## src/rtl/tx_frame_pkg.sv

```systemverilog
// Shared types and constants for the TX frame serializer.
// Character = start bit, 8 data bits LSB first, stop bit.
package tx_frame_pkg;

    typedef enum logic [1:0] {IDLE, PRE, LEN, DATA} tx_state_t;

    localparam int          CHAR_BITS     = 10;
    localparam logic        START_BIT     = 1'b0;
    localparam logic        STOP_BIT      = 1'b1;
    localparam int unsigned MAX_FRAME_LEN = 255;

    // Bit 0 goes on the line first.
    function automatic logic [CHAR_BITS-1:0] make_char(input logic [7:0] b);
        return {STOP_BIT, b, START_BIT};
    endfunction

    function automatic logic [7:0] clamp_len(input int unsigned lvl);
        return (lvl > MAX_FRAME_LEN) ? 8'(MAX_FRAME_LEN) : 8'(lvl);
    endfunction

endpackage

```

## src/rtl/tx_byte_fifo.sv

```systemverilog
// Single-clock byte FIFO, show-ahead: dout always presents the oldest entry.
// A push while full is accepted only when a pop frees a slot in the same cycle.
module tx_byte_fifo #(
    parameter int DEPTH = 256,
    localparam int AW = $clog2(DEPTH),
    localparam int LW = AW + 1
) (
    input  logic          clk,
    input  logic          reset,
    input  logic          push,
    input  logic [7:0]    din,
    input  logic          pop,
    output logic [7:0]    dout,
    output logic [LW-1:0] level,
    output logic          full,
    output logic          empty
);

    logic [7:0]    mem [DEPTH];
    logic [AW-1:0] wr_q, rd_q;
    logic [LW-1:0] level_q;
    logic          push_ok, pop_ok;

    assign full    = (level_q == LW'(DEPTH));
    assign empty   = (level_q == '0);
    assign pop_ok  = pop && !empty;
    assign push_ok = push && (!full || pop_ok);
    assign dout    = mem[rd_q];
    assign level   = level_q;

    always_ff @(posedge clk) begin
        if (push_ok) mem[wr_q] <= din;
    end

    // Pointers wrap naturally since DEPTH is a power of two.
    always_ff @(posedge clk or posedge reset) begin
        if (reset) begin
            wr_q    <= '0;
            rd_q    <= '0;
            level_q <= '0;
        end else begin
            if (push_ok) wr_q <= wr_q + 1'b1;
            if (pop_ok)  rd_q <= rd_q + 1'b1;
            case ({push_ok, pop_ok})
                2'b10:   level_q <= level_q + 1'b1;
                2'b01:   level_q <= level_q - 1'b1;
                default: level_q <= level_q;
            endcase
        end
    end

endmodule

```

## src/rtl/tx_frame_serializer.sv

```systemverilog
// Buffers driver bytes and serialises PREAMBLE, LENGTH, then LENGTH payload
// bytes as 8N1 characters on tx_bit, BIT_PERIOD clocks per bit.
module tx_frame_serializer
    import tx_frame_pkg::*;
#(
    parameter int          FIFO_DEPTH = 256,
    parameter int          BIT_PERIOD = 50,
    parameter logic [7:0]  PREAMBLE   = 8'hA5,
    localparam int         LW         = $clog2(FIFO_DEPTH) + 1,
    localparam int         CW         = $clog2(BIT_PERIOD)
) (
    input  logic          clk,
    input  logic          reset,
    input  logic [7:0]    data_tx,
    input  logic          wren_fifo_tx,
    input  logic          start_tx,
    output logic          ready_tx,
    output logic [LW-1:0] fifo_level,
    output logic          overflow,
    output logic          tx_bit,
    output logic          tx_active,
    output logic          frame_done
);

    tx_state_t            state_q;
    logic [CW-1:0]        cnt_q;
    logic [3:0]           bit_idx_q;
    logic [7:0]           byte_cnt_q, len_q, len_d;
    logic [CHAR_BITS-1:0] shift_q;
    logic                 ready_q, active_q, done_q, ovf_q;

    logic       fifo_full, fifo_empty, pop, char_end, start_ok, drop;
    logic [7:0] fifo_dout;

    tx_byte_fifo #(.DEPTH(FIFO_DEPTH)) u_fifo (
        .clk   (clk),
        .reset (reset),
        .push  (wren_fifo_tx),
        .din   (data_tx),
        .pop   (pop),
        .dout  (fifo_dout),
        .level (fifo_level),
        .full  (fifo_full),
        .empty (fifo_empty)
    );

    assign char_end = (state_q != IDLE) && (cnt_q == CW'(BIT_PERIOD - 1))
                      && (bit_idx_q == 4'(CHAR_BITS - 1));
    // The pop lands on the edge that loads the payload character.
    assign pop      = char_end && ((state_q == LEN) ||
                                   (state_q == DATA && byte_cnt_q != len_q));
    assign start_ok = (state_q == IDLE) && start_tx && !fifo_empty;
    assign drop     = wren_fifo_tx && fifo_full && !pop;
    assign len_d    = clamp_len(32'(fifo_level));

    assign ready_tx   = ready_q;
    assign tx_active  = active_q;
    assign frame_done = done_q;
    assign overflow   = ovf_q;
    assign tx_bit     = shift_q[0];

    always_ff @(posedge clk or posedge reset) begin
        if (reset) begin
            state_q    <= IDLE;
            cnt_q      <= '0;
            bit_idx_q  <= '0;
            byte_cnt_q <= '0;
            len_q      <= '0;
            shift_q    <= '1;
            ready_q    <= 1'b1;
            active_q   <= 1'b0;
            done_q     <= 1'b0;
            ovf_q      <= 1'b0;
        end else begin
            done_q <= 1'b0;
            // A drop in the accepting cycle still leaves the flag set.
            if (start_ok) ovf_q <= 1'b0;
            if (drop)     ovf_q <= 1'b1;

            if (state_q == IDLE) begin
                if (start_ok) begin
                    state_q    <= PRE;
                    len_q      <= len_d;
                    shift_q    <= make_char(PREAMBLE);
                    cnt_q      <= '0;
                    bit_idx_q  <= '0;
                    byte_cnt_q <= '0;
                    ready_q    <= 1'b0;
                    active_q   <= 1'b1;
                end
            end else if (cnt_q != CW'(BIT_PERIOD - 1)) begin
                cnt_q <= cnt_q + 1'b1;
            end else begin
                cnt_q <= '0;
                if (!char_end) begin
                    bit_idx_q <= bit_idx_q + 1'b1;
                    shift_q   <= {STOP_BIT, shift_q[CHAR_BITS-1:1]};
                end else begin
                    bit_idx_q <= '0;
                    case (state_q)
                        PRE: begin
                            state_q <= LEN;
                            shift_q <= make_char(len_q);
                        end
                        LEN: begin
                            state_q    <= DATA;
                            shift_q    <= make_char(fifo_dout);
                            byte_cnt_q <= 8'd1;
                        end
                        DATA: begin
                            if (byte_cnt_q != len_q) begin
                                shift_q    <= make_char(fifo_dout);
                                byte_cnt_q <= byte_cnt_q + 1'b1;
                            end else begin
                                state_q  <= IDLE;
                                shift_q  <= '1;
                                ready_q  <= 1'b1;
                                active_q <= 1'b0;
                                done_q   <= 1'b1;
                            end
                        end
                        default: state_q <= IDLE;
                    endcase
                end
            end
        end
    end

endmodule

```

## config.mk

```make
export PLATFORM = sky130hd
export DESIGN_NAME = tx_frame_serializer
export DESIGN_NICKNAME = d
export VERILOG_FILES = /design/src/rtl/tx_frame_pkg.sv /design/src/rtl/tx_byte_fifo.sv /design/src/rtl/tx_frame_serializer.sv
export SDC_FILE = /design/constraint.sdc
export NUM_CORES = 2
export LEC_CHECK = 0
export CAP_MARGIN = 20
export CORE_ASPECT_RATIO = 0.7
export CORE_MARGIN = 5
export CORE_UTILIZATION = 30
export DETAILED_ROUTE_END_ITERATION = 7
export SYNTH_ARGS = -nofsm -noshare
export SYNTH_HDL_FRONTEND = slang
export SYNTH_SLANG_ARGS = --single-unit
```

## constraint.sdc

```tcl
create_clock -name clk -period 6.8 [get_ports clk]
set_input_delay 0.68 -clock clk [delete_from_list [all_inputs] [get_ports clk]]
set_output_delay 0.68 -clock clk [all_outputs]
set_load 0.03 [all_outputs]
```

* Word level (Yosys, flattened, before mapping)
Memory sizes are Yosys's and may differ from the RTL's.
Index checks and enable logic that the tools add are counted.
** Operators by class
- Add/subtract/negate cells :: 7
- Magnitude comparators :: 1
- Equality and inequality tests :: 16
- Mux-type cells :: 47
- Reductions and logical operators :: 29
** Operator list (count)
- $mux 8 :: 6
- $mux 10 :: 4
- $pmux 10 s3 :: 1
- $add 8x1->8 const B :: 3
- $mux 1 :: 20
- $mux 6 :: 3
- $pmux 9 s2 :: 1
- $mux 4 :: 4
- $pmux 8 s2 :: 1
- $logic_and 1x1->1 :: 10
- $mux 2 :: 5
- $reduce_and 5->1 :: 2
- $reduce_bool 2->1 :: 5
- $add 9x1->9 const B :: 1
- $eq 9x9->1 const B :: 1
- $gt 9x8->1 const B :: 1
- $logic_not 9->1 :: 1
- $mux 9 :: 1
- $sub 9x1->9 const B :: 1
- $ne 8x8->1 :: 1
- $add 6x1->6 const B :: 1
- $eq 2x2->1 const B :: 3
- $eq 6x6->1 const B :: 1
- $ne 2x2->1 const B :: 3
- 15 further kinds :: 20
** Storage, ports and cells
- Bits in registers :: 67
- Bits in writable memories :: 2048
- Input port bits :: 12
- Output and inout bits :: 14
- Logic and storage cells :: 114
- Memories kept :: 1
** Memory list
- u_fifo.mem :: words 256, width 8, rd ports 1, clocked after memory_dff 0, write ports 1, line tx_byte_fifo.sv:19 : logic [7:0] mem [DEPTH];

* Depth between registers and ports, before layout
- Depth in word-level cells :: 9
- Depth in mapped cells :: 14
- Depth with buffers taken out :: 14

* By module
From an unflattened synthesis, not the netlist that was laid out.
** Second synthesis, totals
- Cell total of the unflattened synthesis :: 4213
- Area, all modules :: 83497.6 µm²
** Modules (own cells, without submodules)
- tx_byte_fifo :: instances 1, cells an instance 3968, area an instance 81167.8 µm², sequential area each 62124.6 µm²
- tx_frame_serializer :: instances 1, cells an instance 245, area an instance 2329.7 µm², sequential area each 1038.5 µm²

* Least setup slack after synthesis
Ideal clock, no wire load.
- Kind :: register to register
- Start :: reg state_q[0]
- End :: reg u_fifo.level_q[7] (netlist: u_fifo.level[7])
- Setup time :: 0.128 ns
- Arrival :: 3.451 ns
- Data required time :: 6.672 ns
- Setup slack :: 3.221 ns
- Stages on the path, launching flop included :: 15
- Path buffers :: 1
- Clock period less this slack :: 3.579 ns
- Cell sequence :: dfrtp_1 > inv_1 > ha_1 > clkbuf_1 > nor4b_4 > o211ai_1 > nor2_1 > ha_1 > a21o_1 > a21oi_1 > o21bai_1 > a21oi_1 > o21ai_0 > xor2_1 > mux2_1
** Between the ends
- Cells in the longest elaborated chain, start to end :: 9
- Elaborated cells between the ends (all ways) :: 15
- Those cells by class :: eq/ne (4); mux (1); reduce/logical (10)
** Ends and longest elaborated chain
- start: declaration :: line tx_frame_serializer.sv:25 : tx_state_t state_q;
- start signal: assignment :: line tx_frame_serializer.sv:64 : state_q <= IDLE;
- start signal: assignment :: line tx_frame_serializer.sv:82 : state_q <= PRE;
- start signal: assignment :: line tx_frame_serializer.sv:102 : state_q <= LEN;
- $eq 2x2->1 / $reduce_bool 2->1 (equally long branches) :: line tx_frame_serializer.sv:51, tx_frame_serializer.sv:47
- $logic_and 1x1->1, on equally long branches :: line tx_frame_serializer.sv:51, tx_frame_serializer.sv:47
- $logic_or 1x1->1 / $logic_and 1x1->1 (equally long branches) :: line tx_frame_serializer.sv:50, tx_frame_serializer.sv:48
- $logic_and 1x1->1 * :: line tx_frame_serializer.sv:50 : assign pop = char_end && ((state_q == LEN) ||
- $logic_and 1x1->1 * :: line tx_byte_fifo.sv:26 : assign pop_ok = pop && !empty;
- $logic_or 1x1->1 :: line tx_byte_fifo.sv:27 : assign push_ok = push && (!full || pop_ok);
- $logic_and 1x1->1 :: line tx_byte_fifo.sv:27
- $eq 2x1->1 / $eq 2x2->1 (equally long branches) :: line tx_byte_fifo.sv:44 : case ({push_ok, pop_ok})
- $pmux 9 s2 / $reduce_bool 2->1 (equally long branches)
- end signal: assignment :: line tx_byte_fifo.sv:45 : 2'b10: level_q <= level_q + 1'b1;
- end signal: assignment :: line tx_byte_fifo.sv:46 : 2'b01: level_q <= level_q - 1'b1;
- end signal: assignment :: line tx_byte_fifo.sv:47 : default: level_q <= level_q;
- end: declaration :: line tx_byte_fifo.sv:21 : logic [LW-1:0] level_q;
Mark *: on every way between the ends. The rest lies on a longest branch, timed or not.
A chain may end at the register's enable or synchronous reset.

* Worst setup path after layout
- Start :: reg state_q[0]
- End :: mem u_fifo.mem[254][0] (enable)
** Between the ends
- Cells in the longest elaborated chain, start to end :: 9
- Elaborated cells between the ends (all ways) :: 13
- Those cells by class :: eq/ne (2); mux (2); reduce/logical (9)
** Ends and longest elaborated chain
- $eq 2x2->1 / $reduce_bool 2->1 (equally long branches) :: line tx_frame_serializer.sv:51, tx_frame_serializer.sv:47
- $logic_and 1x1->1, on equally long branches :: line tx_frame_serializer.sv:51, tx_frame_serializer.sv:47
- $logic_or 1x1->1 / $logic_and 1x1->1 (equally long branches) :: line tx_frame_serializer.sv:50, tx_frame_serializer.sv:48
- $logic_and 1x1->1 * :: line tx_frame_serializer.sv:50
- $logic_and 1x1->1 * :: line tx_byte_fifo.sv:26
- $logic_or 1x1->1 * :: line tx_byte_fifo.sv:27
- $logic_and 1x1->1 * :: line tx_byte_fifo.sv:27
- $mux 1 * :: line tx_byte_fifo.sv:32 : if (push_ok) mem[wr_q] <= din;
- $mux 1 (implied by the code) * :: line tx_byte_fifo.sv:32
- end: declaration :: line tx_byte_fifo.sv:19
Marked as above.

==> metrics.yaml <==
status:
  status: "complete, no violations"
worst_setup_path:
  critPathKind: "flop to flop"
  path_cells: "inv_1 > ha_1 > nor4b_4 > buf_4 > o21ai_1 > a21oi_2 > buf_4 > nand4_1 > buf_4 > nor2_1"
  reg2reg_depth: 10
  regToRegSetupSlack_ns: 1.84
  rr_startpoint: "state_q[0]$_DFFE_PP0P_"
  startpoint_type: "flop"
  cpMostUsedCell: "buf_4"
  crit_path_end_kind: "flop"
  cp-startpoint: "state_q[0]$_DFFE_PP0P_"
  path_max_fanout: 18
  critPathMaxStageDelay_ns: 0.81
  cpLargestDelayFamily: "simple AND/OR/NAND/NOR gates"
  crit_arrival_ns: 5.42
  reg2reg_to: "u_fifo.mem[254][0]$_DFFE_PP_"
  cpMaxStageDelayCell: "nand4_1"
  crit_buf_inv: 4
  critPathRequiredTime_ns: 7.26
grt:
  antenna_found_initial: 4
  grt_max_degree: 205
  grt_pass1_vias: 42160
  grt_use_met1: 0.2480
  met3_usage: 0.05395
  grt.overflow.total: 0
  use_met2: 0.2112
  track_usage: 0.1594
  grt_pass1_wl_mm: 333.3
  busiest_layer: "met1"
timing:
  setup_viol: 0
  max-slew-margin-rel: 0.07483
  maxSlewViolCount: 0
  finalHoldViolCount: 0
  tightest_slew_ns: 1.384
  max_freq_ghz: 0.2018
  layout_min_cycle_time_ns: 4.955
  setup_tns_ns: 0
  grt_setup_unrepaired: "false"
  finClkSkew_ns: 0.04891
  finalCritPeriodShare: 0.7287
yosys:
  synthTopCellsByArea: "edfxtp_1, mux4_2, mux2i_1"
  ys_warn_count: 0
  ys_types: 76
  syn_area_um2: 83410
  ys_seq_area_frac: 0.7573
  synth_nets: 4189
  postSynthCellCount: 4155
  synth.top_cell.area_share: 0.7373
  avgSynthCellArea_um2: 20.07
  synth_flop_cell: "edfxtp_1"
  yosysTopAreaCell: "edfxtp_1"
  postSynth.asyncResetShare: 0.03122
  ys_seq_elements: 2114
  synth_edf_count: 2048
power:
  power.density_nw_per_um2: 280.6
  power_frac_seq: 0.553
  ir_worst_vdd_v: 0.0001960
  p_int_mw: 20.56
  leakagePower_nw: 27.62
  sw_frac_of_total: 0.2194
  combPwrFrac: 0.041
  p_sw_mw: 5.778
  p_clk_frac: 0.407
die:
  die_area_um2: 288800
  coreArea_um2: 277500
  die_x_um: 640.2
  start_util: 0.3006
  num_rows: 162
  pin_count: 26
  fp.dieH_um: 451.2
routing:
  totalWireLength_mm: 235.7
  wl_per_cell_um: 29.24
  via_per_inst: 5.367
  drtIter0Drc: 6317
  dr.pass1.iters: 6
  vias: 43250
  drc_errors: 0
  antenna_left: 0
place:
  globalplace.congestion: 0.8525
  port-buffer-count: 25
  dpl.hpwl_mm: 142.5
  placed_cell_area_um2: 87780
clock_tree:
  holdBufCountCts: 0
  cts_tree: "built"
  htreeDepth: 4
  cts_max_path_buffers: 4
  path_clk_slew_ns: 0.07
  numCtsBuffers: 192
  clk_latency_ns: 0.84
  postCtsSetupRepairBufs: 0
  root_buffer: "clkbuf_16"
  cts_num_sinks: 2114
  cts_resized: 0
cells_and_area:
  final_core_util: 0.3383
  area_delta_synth_final_pct: 12.54
  drive_gt1_frac: 0.2015
  num-fill-cells: 25750
  stdcell_area_um2: 93870
  fin_nets: 4256
min_path:
  hold_path_end: "u_fifo.mem[231][6]$_DFFE_PP_"
  whs_path_depth: 1
  hp-start: "data_tx[6]"
  hp-class: "input pin to flop"
flow_run:
  cap_violations: 0
## per-stage QoR
step	hold WS (ns)	worst slack [ns]	total power, mW	std cells
2_1_floorplan	0.4395	3.221	15.23	4155
5_1_grt	0.3517	1.647	27.11	8058
3_5_place_dp	0.4816	1.898	15.90	7713
4_1_cts	0.3281	1.896	26.44	8053
6_report	0.3707	1.845	26.34	8059
3_3_place_gp	0.4628	1.460	15.89	7704
## power by group through the flow
stage                     clock network, mW  registers, mW  logic (mW)
after floorplan                           0           14.8       0.399
after global placement                    0           14.8        1.05
after detailed placement                  0           14.8        1.06
after CTS                              10.8           14.6        1.06
after global routing                   11.4           14.6        1.12
final                                  10.7           14.6        1.07
## worst reg2reg max path, delay by kind of cell, from the launching register on
family	cells	cell delay, ns
buffers and inverters	4	1.30
adder cells (fa/ha/maj)	1	0.44
flip-flops	1	0.38
AND/OR/NAND/NOR	3	1.79
AO/OA/AOI/OAI	2	0.69
## flip-flops by register name, summed over array words and instances, names as in the netlist
signal        cells
frame_done        1
u_fifo.level      9
u_fifo.rd_q       8
shift_q           9
cnt_q             6
overflow          1
len_q             8
bit_idx_q         4
u_fifo.wr_q       8
byte_cnt_q        8
ready_tx          1
tx_active         1
u_fifo.mem     2048
state_q           2
## cell families (layout without fill, tap and decap cells)
kind of cell               after synthesis  after routing  synth area share
muxes                                  659            659            0.1461
xor gates and xnor gates                32             32          0.003360
and+or+nand+nor                        618            618           0.03288
buffers and inverters                  267            480           0.02007
AOI/OAI and AO/OA                      443            443           0.03692
adders and majority gates               22             22          0.003390
other                                    0              1                 0
DFF                                   2114           2114            0.7573
## area by class of cell
cell class	count	area, µm²	area share
flip-flops and latches	2114	63180	0.6731
multi-input cells	1774	18690	0.1992
clock buffers	227	5000	0.05327
well taps	3690	4617	0.04919
repair buffers	123	1315	0.01401
clock inverters	113	987.2	0.01052
inverters	17	66.31	0.0007065
diodes	1	2.502	0.00002666
## cell usage after synthesis, types with 26 or more instances
cell and number:
a211oi_1 28, a21oi_1 72, a22oi_1 58, buf_2 70
buf_4 26, buf_6 28, clkbuf_1 99, dfrtp_1 56
edfxtp_1 2048, mux2i_1 189, mux4_2 444, nand2_1 115
nand3_1 54, nor2_1 330, o21ai_0 48, o221ai_1 27
o22ai_1 45, xnor2_1 27
## worst max-delay path by stage
stage	cells past startpoint	to	slack, ns
2_1_floorplan	14	u_fifo.level[7]$_DFFE_PP0P_	3.22
3_3_place_gp	9	shift_q[2]$_DFFE_PP1P_	1.46
3_5_place_dp	10	u_fifo.mem[110][0]$_DFFE_PP_	1.90
4_1_cts	10	u_fifo.mem[110][2]$_DFFE_PP_	1.90
5_1_grt	10	u_fifo.mem[254][3]$_DFFE_PP_	1.65
6_report	10	u_fifo.mem[254][0]$_DFFE_PP_	1.84
## routing by layer
metal,up-vias,part of all wire
li1,17260,-
met5,-,0.00012
met1,23110,0.45
met3,344,0.13
met4,6,0.025
met2,2529,0.40
## cells in the final DEF (no fill, tap or decap), types with 19 or more instances in the layout
| cell type | n |
|---|---|
| a21oi_1 | 72 |
| clkinv_1 | 49 |
| nor2_1 | 330 |
| dfrtp_1 | 50 |
| buf_4 | 71 |
| mux4_2 | 444 |
| nand2_1 | 115 |
| a211oi_1 | 28 |
| o21ai_0 | 48 |
| a221oi_1 | 23 |
| a22o_1 | 19 |
| mux2_2 | 22 |
| clkbuf_1 | 32 |
| buf_12 | 19 |
| xnor2_1 | 27 |
| nor2b_1 | 21 |
| a22oi_1 | 58 |
| o22ai_1 | 45 |
| clkinv_2 | 31 |
| mux2i_1 | 189 |
| o221ai_1 | 27 |
| clkbuf_16 | 195 |
| edfxtp_1 | 2048 |
| ha_1 | 21 |
| nand3_1 | 42 |
Power figures use the tool's default switching activity.
